$ cat config.mk
export PLATFORM = sky130hd
export DESIGN_NAME = if_fetch_ctrl
export DESIGN_NICKNAME = d
export VERILOG_FILES = /design/src/rtl/if_fetch_ctrl.sv
export SDC_FILE = /design/constraint.sdc
export NUM_CORES = 1
export LEC_CHECK = 0
export CAP_MARGIN = 20
export CORE_MARGIN = 2
export CORE_UTILIZATION = 47
export CTS_CLUSTER_SIZE = 20
export DETAILED_ROUTE_END_ITERATION = 7
export PLACE_DENSITY = 0.82
export SYNTH_ARGS = -nofsm -noshare
export SYNTH_HDL_FRONTEND = slang
export SYNTH_SLANG_ARGS = --single-unit
$ cat constraint.sdc
create_clock -name clk -period 1.8 [get_ports clk]
set_clock_uncertainty 0.05 [all_clocks]
set_input_delay 0.45 -clock clk [delete_from_list [all_inputs] [get_ports clk]]
set_output_delay 0.45 -clock clk [all_outputs]
set_load 0.01 [all_outputs]
$ cat src/rtl/if_fetch_ctrl.sv
// Instruction-fetch controller: issues single-outstanding reads at the current
// PC, advances the PC, buffers returned words in a 2-entry queue for decode and
// applies branch redirects (flushing the queue and squashing in-flight reads).
module if_fetch_ctrl (
  input  logic        clk,
  input  logic        rst_n,
  input  logic [15:0] pc_cur,
  output logic        pc_wr_en,
  output logic [15:0] pc_nxt,
  output logic        imem_req,
  output logic [15:0] imem_addr,
  input  logic        imem_ack,
  input  logic [15:0] imem_rdata,
  input  logic        redirect,
  input  logic [15:0] redirect_addr,
  output logic        instr_valid,
  output logic [15:0] instr,
  output logic [15:0] instr_pc,
  input  logic        instr_ready
);

  localparam int unsigned DEPTH   = 2;
  localparam int unsigned PC_STEP = 2;
  localparam int unsigned AW      = 16;
  localparam int unsigned CW      = 2;

  localparam logic [1:0] S_IDLE   = 2'd0;
  localparam logic [1:0] S_WAIT   = 2'd1;
  localparam logic [1:0] S_SQUASH = 2'd2;

  logic [1:0]    state_q, state_d;
  logic          imem_req_q, imem_req_d;
  logic [AW-1:0] imem_addr_q, imem_addr_d;
  logic          pc_wr_en_q, pc_wr_en_d;
  logic [AW-1:0] pc_nxt_q, pc_nxt_d;

  logic [1:0][AW-1:0] ent_instr_q, ent_instr_d;
  logic [1:0][AW-1:0] ent_pc_q, ent_pc_d;
  logic               wr_ptr_q, wr_ptr_d;
  logic               rd_ptr_q, rd_ptr_d;
  logic [CW-1:0]      count_q, count_d;
  logic               instr_valid_q, instr_valid_d;
  logic [AW-1:0]      instr_q, instr_d;
  logic [AW-1:0]      instr_pc_q, instr_pc_d;

  logic push_c;
  logic pop_c;

  assign pop_c = instr_valid_q & instr_ready;

  // Fetch FSM: redirect wins over issue/ack; occupancy checked before any pop.
  always_comb begin
    state_d     = state_q;
    imem_req_d  = imem_req_q;
    imem_addr_d = imem_addr_q;
    pc_wr_en_d  = 1'b0;
    pc_nxt_d    = pc_nxt_q;
    push_c      = 1'b0;
    if (redirect) begin
      pc_wr_en_d = 1'b1;
      pc_nxt_d   = redirect_addr;
      case (state_q)
        S_WAIT: begin
          if (imem_ack) begin
            state_d    = S_IDLE;
            imem_req_d = 1'b0;
          end else begin
            state_d = S_SQUASH;
          end
        end
        S_SQUASH: begin
          if (imem_ack) begin
            state_d    = S_IDLE;
            imem_req_d = 1'b0;
          end
        end
        S_IDLE:  ;
        default: state_d = S_IDLE;
      endcase
    end else begin
      case (state_q)
        S_IDLE: begin
          if (count_q < CW'(DEPTH)) begin
            imem_req_d  = 1'b1;
            imem_addr_d = pc_cur;
            pc_wr_en_d  = 1'b1;
            pc_nxt_d    = pc_cur + AW'(PC_STEP);
            state_d     = S_WAIT;
          end
        end
        S_WAIT: begin
          if (imem_ack) begin
            push_c     = 1'b1;
            imem_req_d = 1'b0;
            state_d    = S_IDLE;
          end
        end
        S_SQUASH: begin
          if (imem_ack) begin
            imem_req_d = 1'b0;
            state_d    = S_IDLE;
          end
        end
        default: state_d = S_IDLE;
      endcase
    end
  end

  // Queue next state; head outputs are registered from the post-update head.
  always_comb begin
    ent_instr_d = ent_instr_q;
    ent_pc_d    = ent_pc_q;
    wr_ptr_d    = wr_ptr_q;
    rd_ptr_d    = rd_ptr_q;
    count_d     = count_q;
    if (redirect) begin
      wr_ptr_d = 1'b0;
      rd_ptr_d = 1'b0;
      count_d  = '0;
    end else begin
      if (push_c) begin
        ent_instr_d[wr_ptr_q] = imem_rdata;
        ent_pc_d[wr_ptr_q]    = imem_addr_q;
        wr_ptr_d              = ~wr_ptr_q;
      end
      if (pop_c) begin
        rd_ptr_d = ~rd_ptr_q;
      end
      case ({push_c, pop_c})
        2'b10:   count_d = count_q + CW'(1);
        2'b01:   count_d = count_q - CW'(1);
        default: count_d = count_q;
      endcase
    end
    instr_valid_d = (count_d != '0);
    instr_d       = ent_instr_d[rd_ptr_d];
    instr_pc_d    = ent_pc_d[rd_ptr_d];
  end

  // State and output registers.
  always_ff @(posedge clk or negedge rst_n) begin
    if (!rst_n) begin
      state_q       <= S_IDLE;
      imem_req_q    <= 1'b0;
      imem_addr_q   <= '0;
      pc_wr_en_q    <= 1'b0;
      pc_nxt_q      <= '0;
      ent_instr_q   <= '0;
      ent_pc_q      <= '0;
      wr_ptr_q      <= 1'b0;
      rd_ptr_q      <= 1'b0;
      count_q       <= '0;
      instr_valid_q <= 1'b0;
      instr_q       <= '0;
      instr_pc_q    <= '0;
    end else begin
      state_q       <= state_d;
      imem_req_q    <= imem_req_d;
      imem_addr_q   <= imem_addr_d;
      pc_wr_en_q    <= pc_wr_en_d;
      pc_nxt_q      <= pc_nxt_d;
      ent_instr_q   <= ent_instr_d;
      ent_pc_q      <= ent_pc_d;
      wr_ptr_q      <= wr_ptr_d;
      rd_ptr_q      <= rd_ptr_d;
      count_q       <= count_d;
      instr_valid_q <= instr_valid_d;
      instr_q       <= instr_d;
      instr_pc_q    <= instr_pc_d;
    end
  end

  assign pc_wr_en    = pc_wr_en_q;
  assign pc_nxt      = pc_nxt_q;
  assign imem_req    = imem_req_q;
  assign imem_addr   = imem_addr_q;
  assign instr_valid = instr_valid_q;
  assign instr       = instr_q;
  assign instr_pc    = instr_pc_q;

endmodule

Word level (Yosys, flattened, before mapping)
Index checks and enable logic that the tools add are counted.
Word-level totals
  output and inout bits: 67
  bits in registers: 137
  logic and storage cells: 84
Operators by class
  $add $sub $neg: 3
  order comparisons: 4
  bitwise operators: 4
  equality and inequality tests: 8
  reduce and logical (&&, ||, !) cells: 12
  muxes and demuxes: 38
Operators with widths (number)
  $mux W16: 8
  $mux W32: 4
  $bwmux W32: 2
  $add A16 B2 Y16 const B: 1
  $demux W16 S1: 1
  $mux W1: 14
  $mux W2: 5
  $reduce_bool A2 Y1: 5
  $pmux W2 S2: 2
  $ne A2 B2 Y1 const B: 3
  $pmux W2 S3: 1
  $reduce_and A3 Y1: 2
  $eq A2 B1 Y1 const B: 2
  $eq A2 B2 Y1 const B: 2
  $lt A1 B2 Y1 const B: 2
  $reduce_and A2 Y1: 2
  $ne A3 B3 Y1 const B: 1
  $not A1 Y1: 3
  $add A2 B1 Y2 const B: 1
  $logic_not A2 Y1: 1
  $lt A2 B2 Y1 const B: 1
  $pmux W1 S2: 1
  $reduce_or A2 Y1: 1
  $sub A2 B1 Y2 const B: 1
  other kinds (3): 3

Depth between registers and ports, before layout
  word-level depth: 9
  mapped depth: 10
  gate-level depth less buffers: 10

Worst setup path after synthesis
OpenSTA, ideal clock, no wires.
  path kind: reg2reg
  from: register state_q[1]
  to: register instr_q[14] (netlist: instr[14])
  data required time: 1625 ps
  data arrival time: 1732 ps
  path buffers: 0
  path slack: -107 ps
  stages on the path, launching flop included: 9
  library setup time: 125 ps
  cell sequence: dfrtp_1 > inv_1 > ha_1 > nand2_2 > nor2_8 > inv_2 > nor2_2 > mux2_2 > mux2_2
RTL lines
  from (decl): line 31  | logic [1:0] state_q, state_d;
  from (signal assigned): line 157  | state_q <= state_d;
  to (signal assigned): line 168  | instr_q <= instr_d;
  to (decl): line 43  | logic [AW-1:0] instr_q, instr_d;

==> impl_metrics.csv <==
group,metric,value,unit
setup_path,cp_max_fo,10,
setup_path,critical_path.cell_chain,"inv_2, ha_4, nand2_4, nor2_8, inv_4, nor2_4, buf_4, mux2_2",
layout,layout-drive-gt1-share,29.5,%
yosys,synth_cell_types,41,
clock_network,clockRootBuffer,"clkbuf_16",
run_status,status,"finished, violations left",
clock_network,cts_buffers,17,
sta,tightest_slew,0.413,ns
yosys,synth_area_leaders,"dfrtp_1, mux2_2, nand2_1, a32oi_1, a22oi_1",
placed_design,dp_slack,-0.427,ns
die,boundaryPins,120,
clock_network,cts_tree,"done",
placed_design,place_congestion,0.868,
clock_network,worstSkewPairLatency,0.42,ns
sta,relSlewSlack,72.5,%
sta,holdWs,0.463,ns
sta,final_hold_viol_count,0,
die,initial_core_util,47.7,%
yosys,synth_top_area_share,54.9,%
setup_path,cp.arrival,2.07,ns
clock_network,cts_buffer_depth,2,
sta,fmax,551,MHz
drt,drtPass1Iterations,5,
yosys,synth_common_cells,"dfrtp_1, nand2_1, mux2_2, a22oi_1, nand3_1",
die,die_y,119,microns
global_route,grt_util_met3,5.60,%
yosys,synth-seq-cells,137,
setup_path,slowest_delay,0.39,ns
placed_design,placedCellCount,866,
drt,routed_wl,17.4,mm
yosys,synth_edf_count,0,
pwr,static-leakage-power,4.24,nW
clock_network,cts_num_sinks,137,
clock_network,path_clk_slew,0.06,ns
drt,wl_per_cell,19.1,microns
placed_design,io_buffers,119,
yosys,syn_nets,609,
min_path,min_path_type,"reg2reg",
yosys,synth.largest_area_cell,"dfrtp_1",
layout,stdcell_area,9030,sq um
drt,drtIter0Drc,541,
global_route,grt_usage,24.6,%
global_route,grt_max_degree,45,
yosys,synthArstFlopShare,100,%
global_route,grt_pass1_vias,5488,
sta,fin_ws,-0.0164,ns
sta,finalSetupViolations,10,
placed_design,dpl.hpwl,11.4,mm
die,core,13100,sq um
die,dieArea,14200,sq um
pwr,p_per_area,1610,nW/um^2
yosys,ys_seq_area_share,54.9,%
yosys,yosys_warnings,0,
layout,diodes,0,
yosys,synth_area,6240,sq um
setup_path,cp-end-kind,"flop",
setup_path,startpoint_type,"flop",
drt,antenna_left,0,
setup_path,reg2reg_slack,-0.02,ns
yosys,yosysMostFrequentCell,"dfrtp_1",
yosys,syn_area_per_cell,11.3,sq um
die,rows,42,
run_status,violations,"negative setup slack",
global_route,antenna_found_initial,0,
yosys,synth_ff_type,"dfrtp_1",
pwr,vdd_drop_max,849,uV
die,die_x,119,microns
sta,maxSlewViolCount,0,
setup_path,critPathSlowestCell,"dfrtp_1",
yosys,netlist_instances,550,
setup_path,crit_type,"reg2reg",
layout,fin_nets,785,
global_route,grt.overflow.total,0,
layout,final_cells,915,
clock_network,htree_levels,4,
setup_path,required,2.05,ns
sta,finalCritPeriodShare,101,%
sta,rsz0062_at_grt,"true",
drt,route.detailed.drc,0,
global_route,grt_pass1_wl,27.5,mm
global_route,top_usage_layer,"met2",
layout,syn2layout_area_growth,44.7,%
placed_design,placedInstanceArea,8070,sq um
job,cap_violations,0,
global_route,gr-usage-met1,31.7,%
drt,via_count,5306,
drt,viasPerCell,5.80,
sta,period_minus_slack,1.82,ns
global_route,gr-usage-met2,40.3,%
[cell families after synthesis]
| logic type | share of synthesized area [%] |
|---|---|
| buffers and inverters | 3.47 |
| adder cells (fa/ha/maj) | 1.20 |
| multiplexers | 12.1 |
| flip-flops | 54.9 |
| XOR/XNOR | 2.65 |
| AND/OR/NAND/NOR | 11.1 |
| AO/OA/AOI/OAI | 14.5 |
[layout make-up]
type	instances	area, sq um
Fill cell	900	4060
Inverter	6	30.0
Clock buffer	21	470
Sequential cell	137	3440
Clock inverter	11	169
Tap cell	176	220
Timing Repair Buffer	197	1970
Multi-Input combinational cell	367	2720
[layout by cell type, fill, tap and decap left out, types with 4 or more instances in the layout]
master	instances
mux2_2	62
buf_12	11
buf_6	7
nor2_1	11
ha_1	5
and3_1	9
o221ai_1	4
dlygate4sd2_1	45
bufinv_16	4
clkinvlp_4	4
clkdlybuf4s50_1	55
a22oi_1	18
clkbuf_16	19
xnor2_1	10
xor2_1	7
dfrtp_2	13
dfrtp_1	124
o21ai_0	15
a21oi_1	9
dlymetal6s2s_1	18
a32oi_1	31
buf_4	57
nor2_4	4
o22ai_1	31
a22oi_2	15
nand3_1	33
nand2b_1	4
nand2_1	75
[worst max-delay path: cells and delay by family (launching register included)]
kind                       cells  cell delay (ns)
DFF                            1             0.39
buffers and inverters          3             0.39
muxes                          1             0.36
and+or+nand+nor                3             0.36
adders and majority gates      1             0.15
[timing repair]
item,4_1_cts,5_1_grt
gates resized for setup,60,48
pin swaps,1,19
cloned,0,3
endpoints found under the setup margin,47,89
buffers inserted,3,10
endpoints found under the hold margin,38,0
hold buffers,1,0
[path summary, 6_finish.rpt]
check | start | endpoint | depth (start not counted)
min in group asynchronous | rst_n | ent_instr_q[25]$_DFF_PN0_ | 2
setup reg to reg | state_q[1]$_DFFE_PN0P_ | ent_instr_q[1]$_DFF_PN0_ | 8
hold reg to reg | ent_pc_q[18]$_DFF_PN0_ | ent_pc_q[18]$_DFF_PN0_ | 1
hold / removal | ent_pc_q[18]$_DFF_PN0_ | ent_pc_q[18]$_DFF_PN0_ | 1
setup / recovery | state_q[1]$_DFFE_PN0P_ | ent_instr_q[1]$_DFF_PN0_ | 8
max in group asynchronous | rst_n | ent_instr_q[24]$_DFF_PN0_ | 3
[sequential cells by signal, indices dropped and copies added, names as in the netlist]
| name | count |
|---|---|
| rd_ptr_q | 1 |
| count_q | 2 |
| ent_instr_q | 32 |
| wr_ptr_q | 1 |
| state_q | 2 |
| ent_pc_q | 32 |
| pc_nxt | 16 |
| instr | 16 |
| imem_addr | 16 |
| instr_pc | 16 |
| pc_wr_en | 1 |
| imem_req | 1 |
| instr_valid | 1 |
[report_power, final]
group / internal (mW) / leakage [nW] / switching, mW / total [mW]
combinational: 2.92 / 2.23 / 2.48 / 5.40
sequential: 4.36 / 1.71 / 0.992 / 5.36
clock: 2.42 / 0.301 / 1.31 / 3.74
[routing by layer]
layer | up-vias | share of wire (%)
li1 | 2381 | -
met4 | 0 | 2.3
met5 | - | 0
met3 | 39 | 7.7
met2 | 293 | 50
met1 | 2593 | 40
[stage by stage]
stage	TNS (ns)	util, %	power, mW
2_1_floorplan	-0.0332	-	7.87
3_3_place_gp	-34.90	61.7	10.2
3_5_place_dp	-38.93	61.7	10.5
4_1_cts	-0.00764	66.5	14.1
5_1_grt	-1.97	69.0	15.2
6_report	-0.0614	69.0	14.5
Note: power is estimated with default switching activity, not from simulation.
